`src/rtl/fse_lms_eq.sv`:
```
// T/2 fractionally spaced FIR equalizer with sign-decision LMS adaptation for one rail (I or Q).
// Optional feature macro: FSE_LMS_EN enables the coefficient update path, P_UPD and i_freeze.
module fse_lms_eq #(
    parameter int                          NTAPS    = 7,
    parameter int                          NBT_IN   = 8,
    parameter int                          NBF_IN   = 7,
    parameter int                          NBT_COEF = 12,
    parameter int                          NBF_COEF = 10,
    parameter int                          NBT_OUT  = 9,
    parameter int                          NBF_OUT  = 7,
    parameter logic signed [NBT_OUT-1:0]   TARGET   = 9'sh040,
    parameter int                          MU_SHIFT = 6
) (
    input  logic                        clk,
    input  logic                        i_reset,
    input  logic signed [NBT_IN-1:0]    i_is_data,
    input  logic                        i_en_sample,
    input  logic                        i_en_symbol,
    input  logic                        i_freeze,
    output logic signed [NBT_OUT-1:0]   o_os_data,
    output logic                        o_sym,
    output logic signed [NBT_OUT:0]     o_err,
    output logic                        o_valid
);

    localparam int CNT_W  = (NTAPS > 2) ? $clog2(NTAPS) : 1;
    localparam int ACC_W  = NBT_IN + NBT_COEF + $clog2(NTAPS);
    localparam int SH_OUT = NBF_IN + NBF_COEF - NBF_OUT;
    localparam int CTR    = NTAPS / 2;

    localparam logic signed [NBT_COEF-1:0] C_ONE = NBT_COEF'(1 << NBF_COEF);
    localparam logic signed [ACC_W-1:0]    Y_HI  = ACC_W'((1 << (NBT_OUT - 1)) - 1);
    localparam logic signed [ACC_W-1:0]    Y_LO  = ~Y_HI;
    localparam logic signed [NBT_OUT:0]    T_POS = {TARGET[NBT_OUT-1], TARGET};
    localparam logic signed [NBT_OUT:0]    T_NEG = -T_POS;

    typedef enum logic       {FILL, RUN} top_state_t;
    typedef enum logic [1:0] {P_IDLE, P_FILT, P_UPD} pipe_state_t;

    top_state_t                 top_q, top_d;
    pipe_state_t                pipe_q, pipe_d;
    logic [CNT_W-1:0]           fill_cnt_q, fill_cnt_d;
    logic signed [NBT_IN-1:0]   line_q [NTAPS];
    logic signed [NBT_IN-1:0]   line_d [NTAPS];
    logic signed [NBT_COEF-1:0] coef [NTAPS];

    logic signed [NBT_OUT-1:0]  os_data_q, os_data_d;
    logic                       sym_q, sym_d;
    logic signed [NBT_OUT:0]    err_q, err_d;
    logic                       valid_q, valid_d;

    logic signed [ACC_W-1:0]    line_ext [NTAPS];
    logic signed [ACC_W-1:0]    coef_ext [NTAPS];
    logic signed [ACC_W-1:0]    prod [NTAPS];
    logic signed [ACC_W-1:0]    acc;
    logic signed [ACC_W-1:0]    y_full;
    logic signed [NBT_OUT-1:0]  y_sat;
    logic signed [NBT_OUT:0]    y_ext;
    logic signed [NBT_OUT:0]    d_val;
    logic signed [NBT_OUT:0]    err_val;

    // Full-precision products; the accumulator width cannot overflow for NTAPS terms.
    generate
        for (genvar gi = 0; gi < NTAPS; gi++) begin : g_mac
            assign line_ext[gi] = {{(ACC_W-NBT_IN){line_q[gi][NBT_IN-1]}}, line_q[gi]};
            assign coef_ext[gi] = {{(ACC_W-NBT_COEF){coef[gi][NBT_COEF-1]}}, coef[gi]};
            assign prod[gi]     = line_ext[gi] * coef_ext[gi];
        end
    endgenerate

    always_comb begin
        acc = '0;
        for (int k = 0; k < NTAPS; k++) begin
            acc = acc + prod[k];
        end
        y_full = acc >>> SH_OUT;
        if (y_full > Y_HI) begin
            y_sat = {1'b0, {(NBT_OUT-1){1'b1}}};
        end else if (y_full < Y_LO) begin
            y_sat = {1'b1, {(NBT_OUT-1){1'b0}}};
        end else begin
            y_sat = y_full[NBT_OUT-1:0];
        end
        y_ext   = {y_sat[NBT_OUT-1], y_sat};
        d_val   = y_sat[NBT_OUT-1] ? T_NEG : T_POS;
        err_val = d_val - y_ext;
    end

    always_comb begin
        for (int k = 0; k < NTAPS; k++) begin
            line_d[k] = line_q[k];
        end
        if (i_en_sample) begin
            line_d[0] = i_is_data;
            for (int k = 1; k < NTAPS; k++) begin
                line_d[k] = line_q[k-1];
            end
        end
    end

    always_comb begin
        top_d      = top_q;
        fill_cnt_d = fill_cnt_q;
        pipe_d     = pipe_q;
        os_data_d  = os_data_q;
        sym_d      = sym_q;
        err_d      = err_q;
        valid_d    = 1'b0;

        if (top_q == FILL && i_en_sample) begin
            if (fill_cnt_q == CNT_W'(NTAPS - 1)) begin
                top_d = RUN;
            end else begin
                fill_cnt_d = fill_cnt_q + CNT_W'(1);
            end
        end

        case (pipe_q)
            P_IDLE: begin
                if (top_q == RUN && i_en_symbol && i_en_sample) begin
                    pipe_d = P_FILT;
                end
            end
            P_FILT: begin
`ifdef FSE_LMS_EN
                pipe_d = P_UPD;
`else
                pipe_d = P_IDLE;
`endif
                os_data_d = y_sat;
                sym_d     = ~y_sat[NBT_OUT-1];
                err_d     = err_val;
                valid_d   = 1'b1;
            end
            default: pipe_d = P_IDLE;
        endcase
    end

    always_ff @(posedge clk or negedge i_reset) begin
        if (!i_reset) begin
            top_q      <= FILL;
            pipe_q     <= P_IDLE;
            fill_cnt_q <= '0;
            os_data_q  <= '0;
            sym_q      <= 1'b0;
            err_q      <= '0;
            valid_q    <= 1'b0;
            for (int k = 0; k < NTAPS; k++) begin
                line_q[k] <= '0;
            end
        end else begin
            top_q      <= top_d;
            pipe_q     <= pipe_d;
            fill_cnt_q <= fill_cnt_d;
            os_data_q  <= os_data_d;
            sym_q      <= sym_d;
            err_q      <= err_d;
            valid_q    <= valid_d;
            for (int k = 0; k < NTAPS; k++) begin
                line_q[k] <= line_d[k];
            end
        end
    end

`ifdef FSE_LMS_EN
    localparam int PROD_W = NBT_OUT + 1 + NBT_IN;
    localparam int SH_UPD = NBF_OUT + NBF_IN - NBF_COEF + MU_SHIFT;
    localparam int SUM_W  = ((PROD_W > NBT_COEF) ? PROD_W : NBT_COEF) + 1;
    localparam logic signed [SUM_W-1:0] C_HI = SUM_W'((1 << (NBT_COEF - 1)) - 1);
    localparam logic signed [SUM_W-1:0] C_LO = ~C_HI;

    logic signed [NBT_IN-1:0]   reg_q [NTAPS];
    logic signed [NBT_IN-1:0]   reg_d [NTAPS];
    logic signed [NBT_COEF-1:0] coef_q [NTAPS];
    logic signed [NBT_COEF-1:0] coef_d [NTAPS];
    logic signed [PROD_W-1:0]   upd_prod [NTAPS];
    logic signed [PROD_W-1:0]   upd_step [NTAPS];
    logic signed [SUM_W-1:0]    upd_sum [NTAPS];
    logic signed [NBT_COEF-1:0] coef_new [NTAPS];

    // The regressor is a snapshot taken leaving P_FILT, so a sample shift at E2 cannot disturb it.
    generate
        for (genvar gi = 0; gi < NTAPS; gi++) begin : g_upd
            assign upd_prod[gi] = $signed({{(PROD_W-NBT_OUT-1){err_q[NBT_OUT]}}, err_q})
                                * $signed({{(PROD_W-NBT_IN){reg_q[gi][NBT_IN-1]}}, reg_q[gi]});
            assign upd_step[gi] = upd_prod[gi] >>> SH_UPD;
            assign upd_sum[gi]  = {{(SUM_W-PROD_W){upd_step[gi][PROD_W-1]}}, upd_step[gi]}
                                + {{(SUM_W-NBT_COEF){coef_q[gi][NBT_COEF-1]}}, coef_q[gi]};
            assign coef_new[gi] = (upd_sum[gi] > C_HI) ? {1'b0, {(NBT_COEF-1){1'b1}}} :
                                  (upd_sum[gi] < C_LO) ? {1'b1, {(NBT_COEF-1){1'b0}}} :
                                  upd_sum[gi][NBT_COEF-1:0];
            assign coef[gi]     = coef_q[gi];
        end
    endgenerate

    always_comb begin
        for (int k = 0; k < NTAPS; k++) begin
            reg_d[k]  = reg_q[k];
            coef_d[k] = coef_q[k];
            if (pipe_q == P_FILT) begin
                reg_d[k] = line_q[k];
            end
            if (pipe_q == P_UPD && !i_freeze) begin
                coef_d[k] = coef_new[k];
            end
        end
    end

    always_ff @(posedge clk or negedge i_reset) begin
        if (!i_reset) begin
            for (int k = 0; k < NTAPS; k++) begin
                reg_q[k]  <= '0;
                coef_q[k] <= (k == CTR) ? C_ONE : '0;
            end
        end else begin
            for (int k = 0; k < NTAPS; k++) begin
                reg_q[k]  <= reg_d[k];
                coef_q[k] <= coef_d[k];
            end
        end
    end
`else
    generate
        for (genvar gi = 0; gi < NTAPS; gi++) begin : g_const
            assign coef[gi] = (gi == CTR) ? C_ONE : '0;
        end
    endgenerate

    logic unused_freeze;
    assign unused_freeze = i_freeze;
`endif

    assign o_os_data = os_data_q;
    assign o_sym     = sym_q;
    assign o_err     = err_q;
    assign o_valid   = valid_q;

endmodule

```
`config.mk`:
```
export PLATFORM = sky130hd
export DESIGN_NAME = fse_lms_eq
export DESIGN_NICKNAME = d
export VERILOG_FILES = /design/src/rtl/fse_lms_eq.sv
export SDC_FILE = /design/constraint.sdc
export NUM_CORES = 1
export LEC_CHECK = 0
export CAP_MARGIN = 15
export CORE_UTILIZATION = 53
export CTS_CLUSTER_DIAMETER = 50
export DETAILED_ROUTE_END_ITERATION = 6
export PLACE_DENSITY = 0.82
export SETUP_SLACK_MARGIN = 0.5
export SYNTH_ARGS = -nofsm -noshare
export SYNTH_HDL_FRONTEND = slang
export SYNTH_SLANG_ARGS = --single-unit
```
`constraint.sdc`:
```
create_clock -name clk -period 2.5 [get_ports clk]
set_clock_uncertainty 0.15 [all_clocks]
set_input_delay 0.5 -clock clk [delete_from_list [all_inputs] [get_ports clk]]
set_output_delay 0.5 -clock clk [all_outputs]
set_load 0.1 [all_outputs]
```
Word-level counts from Yosys, hierarchy flattened

Index checks and enable logic that the tools add are counted.

$add $sub $neg: 2
Order comparisons: 2
Equality and inequality tests: 3
Muxes and demuxes: 6
Bitwise gates (word level): 3
Reductions and logical operators: 6

Operators with widths:

| kind                                                           | count |
|---|---|
| two-way mux 9 bit                                              | 2 |
| two-way mux 10 bit                                             | 1 |
| subtractor 10 x 9 -> 10 bit                                    | 1 |
| greater-than comparator 8 x 9 -> 1 bit (second input constant) | 1 |
| < comparator 8 x 9 -> 1 bit (second input constant)            | 1 |
| two-way mux 2 bit                                              | 2 |
| AND reduction 2 bit                                            | 2 |
| adder 3 x 1 -> 3 bit (second input constant)                   | 1 |
| equality test 3 bit (second input constant)                    | 1 |
| logical AND 1 bit                                              | 3 |
| NOT 1 bit                                                      | 3 |
| equality test 2 x 1 -> 1 bit (second input constant)           | 1 |
| logical NOT 2 bit                                              | 1 |
| inequality test 2 bit (second input constant)                  | 1 |
| two-way mux 1 bit                                              | 1 |

Bits in registers: 59
Bits of input ports: 13
Word-level logic and storage cells: 33

Longest topological paths before layout

Gate-level depths: netlist of run 1.

Depth after elaboration: 5
Gate-level depth with buffers: 9
Depth with buffers taken out: 7

Least setup slack after synthesis of run 1

Ideal clock, no wire load.

Kind: register -> register
Start: register line_q (netlist bit line_ext[69])
End: register os_data_q[8] (netlist: o_os_data[8])
Setup time: 120 ps
Arrival time: 1961 ps
Slack: 268 ps
Cell stages (with the launch flop): 9
Clock period less this slack: 2232 ps
Cell sequence: dfrtp_1 ha_1 nand4_1 nor4_1 ha_1 xnor2_1 or2_2 buf_2 a31o_2

Cells in the longest elaborated chain, start to end: 3

RTL lines:

| what                              | RTL line | RTL |
|---|---|---|
| from (decl)                       | 43       | `logic signed [NBT_IN-1:0] line_q [NTAPS];` |
| from (signal, indexed assignment) | 160      | `line_q[k] <= line_d[k];` |
| < comparator 8 x 9 -> 1 bit       | 79       | `end else if (y_full < Y_LO) begin` |
| two-way mux 9 bit                 | 79       |  |
| two-way mux 9 bit (*)             | 77       | `if (y_full > Y_HI) begin` |
| to (signal assigned)              | 155      | `os_data_q <= os_data_d;` |
| to (decl)                         | 47       | `logic signed [NBT_OUT-1:0] os_data_q, os_data_d;` |

Every way passes the cells marked *; elsewhere a longest branch is shown, timed or not.
A chain may end at the register's enable or synchronous reset.

Final worst setup path of run 1

Start: register line_q (netlist bit line_ext[70])
End: register os_data_q[8] (netlist: o_os_data[8])

The elaborated chain is that of the path after synthesis.

==> impl_metrics.tcl, run 1 <==
set metrics [dict create \
    outcome "complete, no violations" \
    synthTopCellsByArea "dfrtp_1 60%, mux2_2 12%, a31oi_1 3.4%" \
    relSlewSlack 0.618 \
    rows 24 \
    cp.required_ps 2570 \
    slew_viol_final 0 \
    netlist_instances 191 \
    tightest_slew_ps 574 \
    antenna_cells 0 \
    cts_sinks 57 \
    tns_ps 0 \
    busiest_layer "met2" \
    tritoncts "built" \
    path_clk_slew_ps 60 \
    grt_pass1_vias 1586 \
    ant_nets 0 \
    synth_edf_count 0 \
    cap_viol_max_count 0 \
    cts_buffer_depth 2 \
    cts_root_buffer "clkbuf_8" \
    grt_pass1_wl_um 7090 \
    r2r-start "line_ext[70]$_DFFE_PN0P_" \
    async_reset_ff_frac 1.00 \
    cp.arrival_ps 2240 \
    setup_viol 0 \
    synth_top_area_cell "dfrtp_1" \
    cp-startpoint "line_ext[70]$_DFFE_PN0P_" \
    synth_area_um2 2390 \
    crit_path_start_kind "register" \
    post_synth.cell_area_avg_um2 12.5 \
    port_buffers 32 \
    drc 0 \
    synth.top_cells.by_count "57 x dfrtp_1, 25 x mux2_2, 14 x inv_1" \
    cts-hold-fix-buffers 0 \
    drt_first_pass_iters 4 \
    hold_violations 0 \
    grt_antenna_before_repair 0 \
    seq_area_frac_synth 0.597 \
    synth.most_common_cell "dfrtp_1" \
    crit_path_end_kind "register" \
    grt_util_met2 0.311 \
    ys.flop_type "dfrtp_1" \
    use_met1 0.230 \
    grt_max_degree 44 \
    synth_top_area_frac 0.597 \
    dieWidth_um 69.2 \
    critPathKind "register to register" \
    synthDistinctLibCells 33 \
    ioPinCount 34 \
    start_util 0.549 \
    grt_usage 0.193 \
    gr-usage-met3 0.0614 \
    routed-via-count 1560 \
    ys_ff_latch 57 \
    cts_made_buffers 9 \
    synth_warnings 0 \
    nets 251 \
    fill_cells 321 \
    die_area_um2 4780 \
    period_share 0.866 \
    dpl.hpwl_um 2710 \
    crit_path_max_fanout 14 \
    hold_class "primary input to asynchronous set/reset pin" \
    fmax_mhz 462 \
    wl_um 4060 \
    gr-total-overflow 0 \
    core-area_um2 4350 \
    period_needed_ps 2170 \
    syn-num-nets 210 \
    area_delta_synth_final_pct 25.6 \
    drt-vias-per-instance 5.40 \
    die_h_um 69.2 \
    drive_above_1_share 0.367 \
    htreeDepth 3 \
    rsz0062_at_grt "yes" \
    wl_per_cell_um 14.1 \
    clkLatencyLatePin_ps 330 \
    gp_routability_congestion 0.815 \
    drt_iter0_markers 118 \
]
## cell families (layout without fill, tap and decap cells)
group	after synthesis	in the layout	synth area share
simple gates	37	37	0.0837
mux	26	26	0.122
fa+ha+maj	6	6	0.0314
buf+inv	26	72	0.0471
xor+xnor	4	4	0.0147
flops	57	57	0.597
compound gates	35	35	0.105
## metal layers
layer  part of all wire  up-vias
li1                   -      746
met1               0.44      767
met2               0.49       39
met3              0.052        8
met4              0.021        0
met5                  0        -
## critical path, cell delays in order (launching register included)
cell and delay, ps:
dfrtp_1 370, ha_2 170, nand4_1 150, nor4_4 190, ha_1 300, xnor2_2 160, or2_4 300, a31o_2 260
## final cells by class
class                      instances  area (um^2)  area share
sequential                        57         1430       0.476
multi-input combinational        108          900       0.299
timing repair buffer              42          350       0.117
clock buffer                      14          173      0.0575
tap                               52         65.1      0.0217
inverter                          14         52.6      0.0175
clock inverter                     2         35.0      0.0117
## state kept, by name, summed over array words and instances, names as in the netlist
signal / flops
o_sym: 1
top_q: 1
line_ext: 32
o_err: 10
o_valid: 1
pipe_q: 1
fill_cnt_q: 3
o_os_data: 8
## worst paths after layout
kind	cells past startpoint	endpoint	slack, ps
worst max-delay path	7	o_os_data[8]$_DFFE_PN0P_	330
min in group clk	2	line_ext[72]$_DFFE_PN0P_	330
worst min register to register	2	line_ext[72]$_DFFE_PN0P_	330
worst min-delay path	1	o_valid$_DFF_PN0_	10
max in group asynchronous	2	o_err[8]$_DFFE_PN0P_	1550
worst max register to register	7	o_os_data[8]$_DFFE_PN0P_	330
## cells in the final DEF, fill, tap and decap left out, types with 2 or more instances in the layout
cell and n:
o211ai_1 2, o22ai_1 3, clkbuf_8 12, clkdlybuf4s50_1 10, clkbuf_1 2, buf_4 30, ha_1 4, a31o_2 2
nor2_1 13, mux2_2 25, xnor2_1 3, nand2_1 11, inv_1 14, a31oi_1 13, dfrtp_2 2, dfrtp_1 55
nor2b_1 4, o21ai_0 9
## metrics by stage
step	util	setup WS (ps)	cells	instance area [um^2]	hold WS, ps
6_report	0.690	335	289	3000	11.7
5_1_grt	0.690	207	289	3000	56.6
4_1_cts	0.682	338	288	2970	20.3
3_5_place_dp	0.625	232	268	2720	321
3_3_place_gp	0.625	304	268	2720	309
2_1_floorplan	-	379	191	2410	54.4
## what timing repair did
item                                    CTS  global route
buffers inserted                          4             1
pin swaps                                 1             0
gates resized for setup                   2             5
endpoints found under the setup margin   18            18
Power of run 1 is not shown: default switching activity piles up to over one toggle a cycle in this logic, so the estimate is an artifact.
==> run 2, diff against run 1 <==
--- a/config.mk
+++ b/config.mk
@@ -6,10 +6,9 @@
 export NUM_CORES = 1
 export LEC_CHECK = 0
 export CAP_MARGIN = 15
-export CORE_UTILIZATION = 53
-export CTS_CLUSTER_DIAMETER = 50
+export CORE_UTILIZATION = 58
 export DETAILED_ROUTE_END_ITERATION = 6
-export PLACE_DENSITY = 0.82
+export PLACE_DENSITY = 0.88
 export SETUP_SLACK_MARGIN = 0.5
 export SYNTH_ARGS = -nofsm -noshare
 export SYNTH_HDL_FRONTEND = slang
==> constraint.sdc (replaced) <==
create_clock -name clk -period 2.8 [get_ports clk]
set_clock_uncertainty 0.15 [all_clocks]
set_input_delay 0.56 -clock clk [delete_from_list [all_inputs] [get_ports clk]]
set_output_delay 0.56 -clock clk [all_outputs]
set_load 0.1 [all_outputs]
==> run 2 against run 1 <==
  * Via count up 2.9%
  * Largest cell class unchanged
  * Critical path depth unchanged
  * First-iteration DRC count up 31%
  * Critical endpoint is now o_err[5]$_DFFE_PN0P_
  * Global-route usage up 3.9 points
  * Die area down 8.4%
  * Highest routed layer unchanged
==> impl_metrics.tcl, run 2 (synthesis gave the netlist of run 1 again) <==
set metrics [dict create \
    cts_made_buffers 9 \
    crit_path_max_fanout 4 \
    grt_pass1_wl_um 7170 \
    start_util 0.629 \
    grt_antenna_before_repair 0 \
    grt_max_degree 58 \
    ioPinCount 34 \
    final_cell_mix "55 x dfrtp_1, 26 x buf_4, 25 x mux2_2, 14 x inv_1, 13 x nor2_1" \
    cpPeakStageDelay_ps 410 \
    dieWidth_um 66.2 \
    largest_reg_flops 32 \
    outcome "complete, no violations" \
    final_core_util 0.787 \
    cts_root_buffer "clkbuf_8" \
    period_share 0.815 \
    tns_ps 0 \
    routed-via-count 1606 \
    cts_buffer_depth 2 \
    r2r_slack_ps 520 \
    core-area_um2 3800 \
    gr-total-overflow 0 \
    port_buffers 32 \
    fmax_mhz 438 \
    drt_iter0_markers 155 \
    tightest_slew_ps 673 \
    r2r-start "line_ext[70]$_DFFE_PN0P_" \
    reg2regPathDepth 7 \
    cp_slowest_cell "dfrtp_2" \
    grt_pass1_vias 1540 \
    period_needed_ps 2280 \
    crit_path_end_kind "register" \
    hold_violations 0 \
    drive_above_1_share 0.356 \
    multi_input_area_um2 883 \
    rsz0062_at_grt "no" \
    cts-hold-fix-buffers 0 \
    grt_usage 0.233 \
    pre_cts_slack_ps 319 \
    nets 247 \
    final_common_cell "dfrtp_1" \
    gp_routability_congestion 0.786 \
    path_clk_slew_ps 60 \
    ant_nets 0 \
    fin_ws_ps 518 \
    wl_um 4630 \
    drc 0 \
    drt-vias-per-instance 5.72 \
    fill_cells 215 \
    rows 22 \
    cts_sinks 57 \
    relSlewSlack 0.551 \
    crit_chain "ha_1 -> nand4_1 -> nor4_4 -> ha_1 -> xnor2_2 -> o21ai_1 -> o32ai_1" \
    htreeDepth 3 \
    tritoncts "built" \
    clkLatencyLatePin_ps 330 \
    cp.arrival_ps 2350 \
    drt_first_pass_iters 4 \
    critPathMostFrequentCell "ha_1" \
    worst_r2r_endpoint "o_err[5]$_DFFE_PN0P_" \
    setup_viol 0 \
    die_h_um 66.2 \
    cp.required_ps 2870 \
    dpl.hpwl_um 2760 \
    worst-path-buf-inv 0 \
    cp_top_family "compound AO/OA/AOI/OAI gates" \
    slew_viol_final 0 \
    die_area_um2 4380 \
    critPathKind "register to register" \
    wl_per_cell_um 16.5 \
    seq_area_um2 1430 \
    crit_path_start_kind "register" \
    hold_class "primary input to asynchronous set/reset pin" \
    antenna_cells 0 \
    cap_viol_max_count 0 \
    area_delta_synth_final_pct 25.0 \
]
-- run 2: cell count changes in the layout (fill, tap and decap cells not counted), moves of 2 or more --
cell	previous run	this run
buf_4	30	26
bufinv_16	1	3
clkbuf_1	2	0
clkbuf_8	12	10
clkinv_2	1	3
ha_1	4	6
-- run 2: worst max-delay path by stage --
stage / startpoint / end / slack [ps] / cells past startpoint
after detailed placement: line_ext[70]$_DFFE_PN0P_ / o_os_data[8]$_DFFE_PN0P_ / 320 / 7
after floorplan: line_ext[69]$_DFFE_PN0P_ / o_os_data[8]$_DFFE_PN0P_ / 570 / 8
after global routing: line_ext[70]$_DFFE_PN0P_ / o_err[5]$_DFFE_PN0P_ / 440 / 7
final: line_ext[70]$_DFFE_PN0P_ / o_err[5]$_DFFE_PN0P_ / 520 / 7
after global placement: line_ext[70]$_DFFE_PN0P_ / o_os_data[8]$_DFFE_PN0P_ / 470 / 7
after CTS: line_ext[70]$_DFFE_PN0P_ / o_os_data[8]$_DFFE_PN0P_ / 390 / 7
-- run 2: routing by layer --
layer	track usage	vias to the layer above	part of all wire
met3	0.0931	11	0.069
met5	0	-	0
li1	-	750	-
met4	0.112	0	0.018
met2	0.367	72	0.51
met1	0.277	773	0.40
-- run 2: final cells by class --
class / instances / share of cell area
clock buffers: 10 / 0.0461
clock inverters: 6 / 0.0352
flip-flops and latches: 57 / 0.478
inverters: 14 / 0.0176
well taps: 48 / 0.0201
multi-input cells: 108 / 0.296
repair buffers: 38 / 0.107
-- run 2: stage by stage --
step,area [um^2],hold slack (ps),instances
after global routing,2990,259,281
final,2990,206,281
after CTS,2940,224,278
after floorplan,2390,114,191
after global placement,2690,313,262
after detailed placement,2690,317,262
-- run 2: timing repair --
action / 4_1_cts / 5_1_grt
endpoints found under the setup margin: 18 / 18
pin swaps: 1 / 0
setup buffers: 0 / 3
resized for setup: 1 / 7
Power of run 2 is left out for the same reason.
